===== src/rtl/rf_pkg.sv =====
// rf_pkg: shared constants and helpers for the register file slice.
//   DEF_DATA_WIDTH / DEF_ADDR_WIDTH : default register width and address width
//   MAX_NUM_READ                    : largest supported number of read ports
//   slice_lsb()                     : LSB position of port k inside a packed bus
package rf_pkg;

  localparam int DEF_DATA_WIDTH = 32;
  localparam int DEF_ADDR_WIDTH = 5;
  localparam int MAX_NUM_READ   = 4;

  // Packed per-port buses place port k at [k*width +: width].
  function automatic int unsigned slice_lsb(input int unsigned port,
                                            input int unsigned width);
    return port * width;
  endfunction

endpackage


===== src/rtl/rf_scoreboard.sv =====
// rf_scoreboard: one pending bit per architectural register plus a
// registered population count of those bits.
// Ports:
//   clk, rst_n          clock, asynchronous active-low reset
//   wr_en, wr_addr      writeback retire: clears the pending bit
//   sb_set_en/addr      issue: marks a destination pending
//   sb_flush            clears every pending bit (beats a same-cycle set)
//   pending             current pending bit vector
//   busy_count          number of pending bits, 0..2**ADDR_WIDTH
module rf_scoreboard
  import rf_pkg::*;
#(
  parameter int ADDR_WIDTH = DEF_ADDR_WIDTH,
  parameter int ZERO_REG   = 1
) (
  input  logic                      clk,
  input  logic                      rst_n,
  input  logic                      wr_en,
  input  logic [ADDR_WIDTH-1:0]     wr_addr,
  input  logic                      sb_set_en,
  input  logic [ADDR_WIDTH-1:0]     sb_set_addr,
  input  logic                      sb_flush,
  output logic [2**ADDR_WIDTH-1:0]  pending,
  output logic [ADDR_WIDTH:0]       busy_count
);

  localparam int DEPTH = 2**ADDR_WIDTH;

  logic [DEPTH-1:0]  pending_reg;
  logic [DEPTH-1:0]  pending_next;
  logic [ADDR_WIDTH:0] count_reg;
  logic [ADDR_WIDTH:0] count_next;
  logic              set_ok;

  // The zero register can never become pending.
  assign set_ok = sb_set_en && !((ZERO_REG != 0) && (sb_set_addr == '0));

  // Order matters: retire clears first, then a same-address issue re-sets
  // the bit (newer issue wins), and a flush overrides both.
  always_comb begin
    pending_next = pending_reg;
    if (wr_en) pending_next[wr_addr] = 1'b0;
    if (set_ok) pending_next[sb_set_addr] = 1'b1;
    if (sb_flush) pending_next = '0;
  end

  // Count the next-state bits so the registered count lands on the same
  // edge as the bits themselves.
  always_comb begin
    count_next = '0;
    for (int i = 0; i < DEPTH; i++) begin
      count_next = count_next + {{ADDR_WIDTH{1'b0}}, pending_next[i]};
    end
  end

  always_ff @(posedge clk or negedge rst_n) begin
    if (!rst_n) begin
      pending_reg <= '0;
      count_reg   <= '0;
    end else begin
      pending_reg <= pending_next;
      count_reg   <= count_next;
    end
  end

  assign pending    = pending_reg;
  assign busy_count = count_reg;

endmodule


===== src/rtl/register_file_sb.sv =====
// register_file_sb: multi-read-port register file with same-cycle write
// bypass, optional hardwired-zero register 0 and a pending-write scoreboard.
// Ports:
//   clk, rst_n            clock, asynchronous active-low reset
//   wr_en/wr_addr/wr_data writeback write port
//   rd_addr               packed read addresses, port k at [k*ADDR_WIDTH +: ADDR_WIDTH]
//   rd_data               packed read data, port k at [k*DATA_WIDTH +: DATA_WIDTH]
//   rd_busy               per-port pending flag for the addressed register
//   sb_set_en/sb_set_addr issue-time pending mark
//   sb_flush              clear all pending flags
//   busy_count            number of registers currently pending
module register_file_sb
  import rf_pkg::*;
#(
  parameter int DATA_WIDTH = DEF_DATA_WIDTH,
  parameter int ADDR_WIDTH = DEF_ADDR_WIDTH,
  parameter int NUM_READ   = 2,
  parameter int ZERO_REG   = 1,
  parameter int BYPASS     = 1
) (
  input  logic                           clk,
  input  logic                           rst_n,
  input  logic                           wr_en,
  input  logic [ADDR_WIDTH-1:0]          wr_addr,
  input  logic [DATA_WIDTH-1:0]          wr_data,
  input  logic [NUM_READ*ADDR_WIDTH-1:0] rd_addr,
  output logic [NUM_READ*DATA_WIDTH-1:0] rd_data,
  output logic [NUM_READ-1:0]            rd_busy,
  input  logic                           sb_set_en,
  input  logic [ADDR_WIDTH-1:0]          sb_set_addr,
  input  logic                           sb_flush,
  output logic [ADDR_WIDTH:0]            busy_count
);

  localparam int DEPTH = 2**ADDR_WIDTH;

  logic [DATA_WIDTH-1:0] mem_reg [DEPTH];
  logic [DEPTH-1:0]      pending;
  logic                  wr_allowed;

  // Writes to the hardwired zero register are dropped.
  assign wr_allowed = wr_en && !((ZERO_REG != 0) && (wr_addr == '0));

  // Storage is cleared by reset, so it is built from flops rather than RAM.
  always_ff @(posedge clk or negedge rst_n) begin
    if (!rst_n) begin
      for (int i = 0; i < DEPTH; i++) begin
        mem_reg[i] <= '0;
      end
    end else if (wr_allowed) begin
      mem_reg[wr_addr] <= wr_data;
    end
  end

  rf_scoreboard #(
    .ADDR_WIDTH (ADDR_WIDTH),
    .ZERO_REG   (ZERO_REG)
  ) u_scoreboard (
    .clk         (clk),
    .rst_n       (rst_n),
    .wr_en       (wr_en),
    .wr_addr     (wr_addr),
    .sb_set_en   (sb_set_en),
    .sb_set_addr (sb_set_addr),
    .sb_flush    (sb_flush),
    .pending     (pending),
    .busy_count  (busy_count)
  );

  for (genvar gi = 0; gi < NUM_READ; gi++) begin : g_rd
    logic [ADDR_WIDTH-1:0] addr;
    logic [DATA_WIDTH-1:0] data;
    logic                  is_zero;
    logic                  wr_hit;

    assign addr    = rd_addr[slice_lsb(gi, ADDR_WIDTH) +: ADDR_WIDTH];
    assign is_zero = (ZERO_REG != 0) && (addr == '0);
    // Forwarding is suppressed while reset is held so reads show the
    // cleared array, not the in-flight write that will never land.
    assign wr_hit  = (BYPASS != 0) && rst_n && wr_en && (wr_addr == addr);

    always_comb begin
      data = mem_reg[addr];
      if (wr_hit)  data = wr_data;
      if (is_zero) data = '0;
    end

    assign rd_data[slice_lsb(gi, DATA_WIDTH) +: DATA_WIDTH] = data;
    // A matching write retires the register this cycle, so it is not busy.
    assign rd_busy[gi] = pending[addr] && !wr_hit && !is_zero;
  end

endmodule


===== config.mk =====
export PLATFORM = sky130hd
export DESIGN_NAME = register_file_sb
export DESIGN_NICKNAME = d
export VERILOG_FILES = /design/src/rtl/rf_pkg.sv /design/src/rtl/rf_scoreboard.sv /design/src/rtl/register_file_sb.sv
export SDC_FILE = /design/constraint.sdc
export NUM_CORES = 2
export LEC_CHECK = 0
export CORE_MARGIN = 2
export CORE_UTILIZATION = 45
export DETAILED_ROUTE_END_ITERATION = 10
export GPL_TIMING_DRIVEN = 0
export PLACE_DENSITY_LB_ADDON = 0.05
export SYNTH_ARGS = -nofsm -noshare
export SYNTH_HDL_FRONTEND = slang
export SYNTH_SLANG_ARGS = --single-unit

===== constraint.sdc =====
create_clock -name clk -period 5.1 [get_ports clk]
set_clock_uncertainty 0.2 [all_clocks]
set_input_delay 1.53 -clock clk [delete_from_list [all_inputs] [get_ports clk]]
set_output_delay 1.53 -clock clk [all_outputs]
set_load 0.005 [all_outputs]

==> Yosys cells after proc, flatten, opt, wreduce, memory -nomap -nowiden <==
Index checks and enable logic that the tools add are counted.
{ "totals": {"output_inout_bits": 72, "ff_bits": 1062, "inputBits": 57, "elab_cells": 129} }
{ "op_classes": {"magnitude_cmp": 10, "eq_ne": 2, "add_sub_neg": 31, "reduce_logical": 22, "muxes": 24, "bitwise": 6} }
{ "op_table": {"columns": ["cell", "n"], "rows": [
  ["$bwmux W1024", 1],
  ["$mux W32", 12],
  ["$bmux W32 S5", 2],
  ["$add A6 B1 Y6", 30],
  ["$demux W32 S5", 1],
  ["$and A32 B32 Y32", 1],
  ["$not A32 Y32", 1],
  ["$or A32 B32 Y32", 1],
  ["$lt A5 B6 Y1 const B", 4],
  ["$logic_not A5 Y1", 4],
  ["$ge A6 B6 Y1 const B", 3],
  ["$not A5 Y6", 3],
  ["$logic_and A1 B1 Y1", 12],
  ["$bmux W1 S5", 2],
  ["$demux W1 S5", 2],
  ["$eq A5 B5 Y1", 2],
  ["$ge A5 B1 Y1 const B", 2],
  ["$logic_not A1 Y1", 6],
  ["$lt A6 B1 Y1 const B", 1],
  ["$mux W1", 4],
  ["$add A1 B1 Y2", 1]
]} }

==> Logic depth before layout (Yosys ltp) <==
{ "logic_depth": {"ltp_word": 41, "mapped_depth": 23, "depth_no_buf": 21} }

==> Cells and area by module <==
Synthesis repeated with hierarchy kept, for this count alone.
{ "unflattened": {"hier_cells": 4092, "hier_area_um2": 57925.6} }
{ "by_module_without_submodules": {"columns": ["module", "instances", "seq_area_each_um2", "area_per_inst_um2", "cells_per_inst"], "rows": [
  ["register_file_sb", 1, 25624.6, 55346.8, 3838],
  ["rf_scoreboard", 1, 950.9, 2578.7, 254]
]} }

==> Worst setup path before layout <==
No wires, ideal clock.
{ "synth_path": {"path_type": "input port to flip-flop", "from": "input wr_addr[2]", "to": "register u_scoreboard.count_reg[4] (netlist: u_scoreboard.busy_count[4])", "setup_time_ns": 0.080, "path_slack_ns": -2.081, "arrival_time_ns": 6.901, "path_stages": 20, "n_path_buf": 2, "cell_sequence": "buf_2 > nor3_1 > nand2_1 > clkbuf_1 > a22oi_1 > nor2_1 > ha_1 > inv_1 > fa_1 > fa_1 > fa_1 > fa_1 > fa_1 > fa_1 > fa_1 > inv_1 > fa_1 > a21o_1 > a21oi_1 > xnor2_1"} }
{ "synth_via": {"elab_chain_len": 41} }
{ "synth_lines": {"columns": ["item", "line", "rtl"], "rows": [
  ["start, declared", "register_file_sb.sv:24", "input logic [ADDR_WIDTH-1:0] wr_addr,"],
  ["$lt A5 B6 Y1 (not written as such) / $ge A5 B1 Y1 (equally long branches)", "rf_scoreboard.sv:42", "if (wr_en) pending_next[wr_addr] = 1'b0;"],
  ["$logic_and A1 B1 Y1 (not written as such)", "rf_scoreboard.sv:42", null],
  ["$mux W1 (not written as such)", "rf_scoreboard.sv:42", null],
  ["$demux W1 S5 *", null, null],
  ["$not A32 Y32 (no source line) *", null, null],
  ["$and A32 B32 Y32 (no source line) *", null, null],
  ["$mux W32 *", "rf_scoreboard.sv:42", null],
  ["$or A32 B32 Y32 (no source line)", null, null],
  ["$mux W32 *", "rf_scoreboard.sv:43", "if (set_ok) pending_next[sb_set_addr] = 1'b1;"],
  ["$mux W32 *", "rf_scoreboard.sv:44", "if (sb_flush) pending_next = '0;"],
  ["via u_scoreboard.pending_next[1]", "rf_scoreboard.sv:30", "logic [DEPTH-1:0] pending_next;"],
  ["$add A1 B1 Y2 *", "rf_scoreboard.sv:52", "count_next = count_next + {{ADDR_WIDTH{1'b0}}, pending_next[i]};"],
  ["$add A6 B1 Y6 * (30 in series)", "rf_scoreboard.sv:52", null],
  ["via u_scoreboard.count_next[4]", "rf_scoreboard.sv:32", "logic [ADDR_WIDTH:0] count_next;"],
  ["end signal, assigned", "rf_scoreboard.sv:62", "count_reg <= count_next;"],
  ["end, declared", "rf_scoreboard.sv:31", "logic [ADDR_WIDTH:0] count_reg;"]
]} }
The timed path passes the listed nets; every way through them passes the cells marked *.
A chain may end at the register's enable or synchronous reset.

==> Final worst setup path <==
{ "layout_path": {"from": "input sb_flush", "to": "register u_scoreboard.count_reg[4] (netlist: u_scoreboard.busy_count[4])"} }
{ "layout_via": {"elab_chain_len": 32} }
{ "layout_lines": {"columns": ["item", "line", "rtl"], "rows": [
  ["start, declared", "register_file_sb.sv:31", "input logic sb_flush,"],
  ["$mux W32", "rf_scoreboard.sv:44", null],
  ["via u_scoreboard.pending_next[0]", "rf_scoreboard.sv:30", null],
  ["$add A1 B1 Y2", "rf_scoreboard.sv:52", null],
  ["$add A6 B1 Y6 (30 in series)", "rf_scoreboard.sv:52", null],
  ["via u_scoreboard.count_next[4]", "rf_scoreboard.sv:32", null]
]} }
The timed path passes the listed nets, and every way through them passes these cells.

==> summary.md <==
| Metric | Value |
|---|---|
| Post-synth top flop | dfrtp_1 |
| Sw Pwr | approximately 8.4 mW |
| Least-Margin Pin Slew | about 1.6 ns |
| Post-Syn Area | just under 0.06 mm² |
| Peak VDD IR | around 0.3 mV |
| Clk network pwr share | 0.343 |
| Clk root buf | clkbuf_16 |
| CTS Buf Count | roughly 130 |
| Worst EP arrival | 6.78 ns |
| Sw frac | 0.305 |
| Post-synth EDFFs | 0 |
| Min setup slack post-route | -1.18 ns |
| Synth Warn # | 0 |
| Post-route ant nets | 0 |
| Worst Setup End Kind | flip-flop |
| GRT Util Overall | 0.419 |
| CP Max Fanout | 7 |
| Residual DRC | 0 |
| Overall Power | approximately 28 mW |
| Max clock buf depth | 3 |
| P&R area growth vs syn | 30.5% |
| Setup crit start kind | primary input |
| GPL Wtd Cong | roughly 1.0 |
| H-tree depth | 4 |
| Inst Count DP | 5858 |
| Slew HR | -0.0627 |
| Final Core Density | 0.592 |
| Peak Freq | between 150 and 200 MHz |
| RSZ-0062 raised after global routing | true |
| Top-count cell post-synth | dfrtp_1 |
| Part of the power in registers | 0.405 |
| Synth area leader | dfrtp_1 |
| Synth area leaders | dfrtp_1, mux2_2, mux4_2 |
| Core area | 0.128 mm² |
| Row count | 131 |
| Combinational fraction of design power | 0.252 |
| CTS tree | built |
| Worst-Skew Late Latency | just under 0.8 ns |
| Vias post-DR | about 45000 |
| Via density | 6.98 |
| Synth top area share | 0.459 |
| Final Non-Filler Cells | between 6000 and 7000 |
| PwrDens | ~370 mW/mm² |
| Die H | 363 µm |
| Clk slew on worst S/H paths | roughly 0.06 ns |
| Dpl hpwl | around 190 mm |
| Die width | 363 µm |
| Largest net degree at the start of global routing | between 150 and 200 |
| Max-Cap Viols | 1 |
| Failing checks | max-capacitance violations, max-slew violations, negative setup slack |
| Minimum clock period | 6.28 ns |
| Drt pass-1 iters | 6 |
| Status | complete, but fails checks |
| Setup violators final | around 70 |
| Starting Density | 0.454 |
| Pleak | 32.9 nW |
| Sequential share of the synthesized area | 0.459 |
| Internal power | roughly 19 mW |
| Vias in the first global route | about 43000 |
| Average cell area after synthesis | about 14 µm² |
| Fin nets | slightly below 5000 |
| Yosys reg bits | between 1000 and 1500 |
| CTS Sinks | between 1000 and 1500 |
| Count of cell types in the netlist | 61 |
| Asr flop ratio synth | 1.00 |
| Post-Syn Instances | a little over 4000 |
| GRT Residual Overflow | 0 |
| Synth cell count leaders | dfrtp_1, mux2_2, mux4_2 |
| Post-DR wirelength/cell | around 43 µm |
| Hold WC Path Type | flip-flop to flip-flop |
| Max-slew violations | 11 |
| Count of input and output buffers | 115 |
| Final setup TNS | -29.27 ns |
| Max reg flops | 1024 |
| CP required | around 5.6 ns |
| Crit path kind | primary input to flip-flop |
| Layout cells sized above 1 | 0.588 |
| Drt first-iter violations | between 6000 and 7000 |
| Die area | 0.131 mm² |
| Net count after synthesis | roughly 4200 |
| Hold slack final | roughly 0.28 ns |
| Wirelength, routed | about 280 mm |
| I/O Pins | ~130 |
| Final period util | 1.23 |
| Final Hold Violating Endpoints | 0 |
| First-pass GRT wire length | 372 mm |
| Initial antenna violation count | 15 |
| Hold Buf Count CTS | 0 |
-- power groups by stage --
| stage | Sequential [mW] | Clock, mW | Combinational, mW |
|---|---|---|---|
| 3_3_place_gp | 11.2 | 0 | 5.47 |
| 4_1_cts | 11.1 | 9.51 | 6.40 |
| 6_report | 11.2 | 9.48 | 6.96 |
| 5_1_grt | 11.3 | 9.88 | 7.14 |
| 2_1_floorplan | 10.8 | 0 | 3.68 |
| 3_5_place_dp | 11.2 | 0 | 5.56 |
-- per-layer routing --
layer	global-route usage	wire length, µm	share of wire
met3	0.197	41200	0.15
met2	0.560	111000	0.40
met4	0.222	18400	0.066
met5	0.0104	727	0.0026
met1	0.560	107000	0.39
-- critical path, cell delays in order --
cell and delay [ns]:
buf_1 0.21, nand2b_1 0.32, a21oi_2 0.38, ha_1 0.32, inv_2 0.05, fa_1 0.41, fa_2 0.56, fa_2 0.44
fa_1 0.52, fa_1 0.43, fa_1 0.53, fa_2 0.21, inv_2 0.05, fa_2 0.35, a21o_1 0.19, a21oi_2 0.14
xnor2_1 0.13
-- final cells by class --
cell class / count / area (µm²)
clock buffers: 196 / 3850
diodes: 9 / 22.5
plain buffers: 433 / 4400
multi-input cells: 2503 / 31800
flip-flops and latches: 1062 / 26600
fillers: 10100 / 52000
repair buffers: 526 / 6190
clock inverters: 30 / 393
inverters: 55 / 214
well taps: 1662 / 2080
-- placed cells by master, fill, tap and decap left out, drive strengths merged, types with 8 or more instances in the layout --
cell / netlist / routed
o22ai: 66 / 66
a211oi: 48 / 48
clkdlybuf4s50: 0 / 38
a31oi: 9 / 9
inv: 55 / 62
ha: 8 / 8
a32o: 23 / 23
nor3: 11 / 11
mux2: 1042 / 1042
o21ai: 47 / 47
clkinv: 0 / 14
bufbuf: 0 / 14
a21oi: 60 / 60
mux4: 422 / 422
a221oi: 32 / 32
a21o: 23 / 23
nor2b: 12 / 12
nor3b: 8 / 8
a22oi: 83 / 83
a22o: 34 / 34
buf: 229 / 681
o221ai: 20 / 20
nor2: 58 / 58
nand3: 45 / 45
dfrtp: 1062 / 1062
fa: 24 / 24
clkbuf: 225 / 417
diode: 0 / 9
o311ai: 12 / 12
nand2: 133 / 133
mux2i: 195 / 195
-- worst paths after layout --
path,cells after the start,start,slack (ns),to
min in group asynchronous,1,rst_n,0.48,u_scoreboard.pending[3]$_DFF_PN0_
min,1,mem_reg[994]$_DFFE_PN0P_,0.28,mem_reg[994]$_DFFE_PN0P_
max,17,sb_flush,-1.18,u_scoreboard.busy_count[4]$_DFF_PN0_
min reg2reg,1,mem_reg[994]$_DFFE_PN0P_,0.28,mem_reg[994]$_DFFE_PN0P_
max in group asynchronous,4,rst_n,2.12,mem_reg[791]$_DFFE_PN0P_
max reg2reg,16,u_scoreboard.pending[0]$_DFF_PN0_,-0.45,u_scoreboard.busy_count[4]$_DFF_PN0_
-- kinds of logic (layout without fill, tap and decap cells) --
| logic type | after synthesis | count (layout) | share of synthesized area |
|---|---|---|---|
| AO/OA/AOI/OAI | 489 | 489 | 0.0611 |
| XOR/XNOR | 13 | 13 | 0.00197 |
| adder cells (fa/ha/maj) | 32 | 32 | 0.0100 |
| buffers and inverters | 509 | 1240 | 0.0414 |
| flip-flops | 1062 | 1062 | 0.459 |
| multiplexers | 1659 | 1659 | 0.401 |
| other | 0 | 9 | 0 |
| AND/OR/NAND/NOR | 310 | 310 | 0.0250 |
-- repair_timing --
item | 4_1_cts | 5_1_grt
buffers inserted | 253 | 143
resized for setup | 1404 | 364
endpoints found under the setup margin | 72 | 72
pin swaps | 224 | 198
gates cloned | 20 | 8
-- metrics by stage --
step	setup slack, ns	area [µm²]
2_1_floorplan	-1.75	57900
3_3_place_gp	-48.88	61200
3_5_place_dp	-3.10	61400
4_1_cts	-1.13	73000
5_1_grt	-1.30	75500
6_report	-1.18	75500
Power figures use the tool's default switching activity.
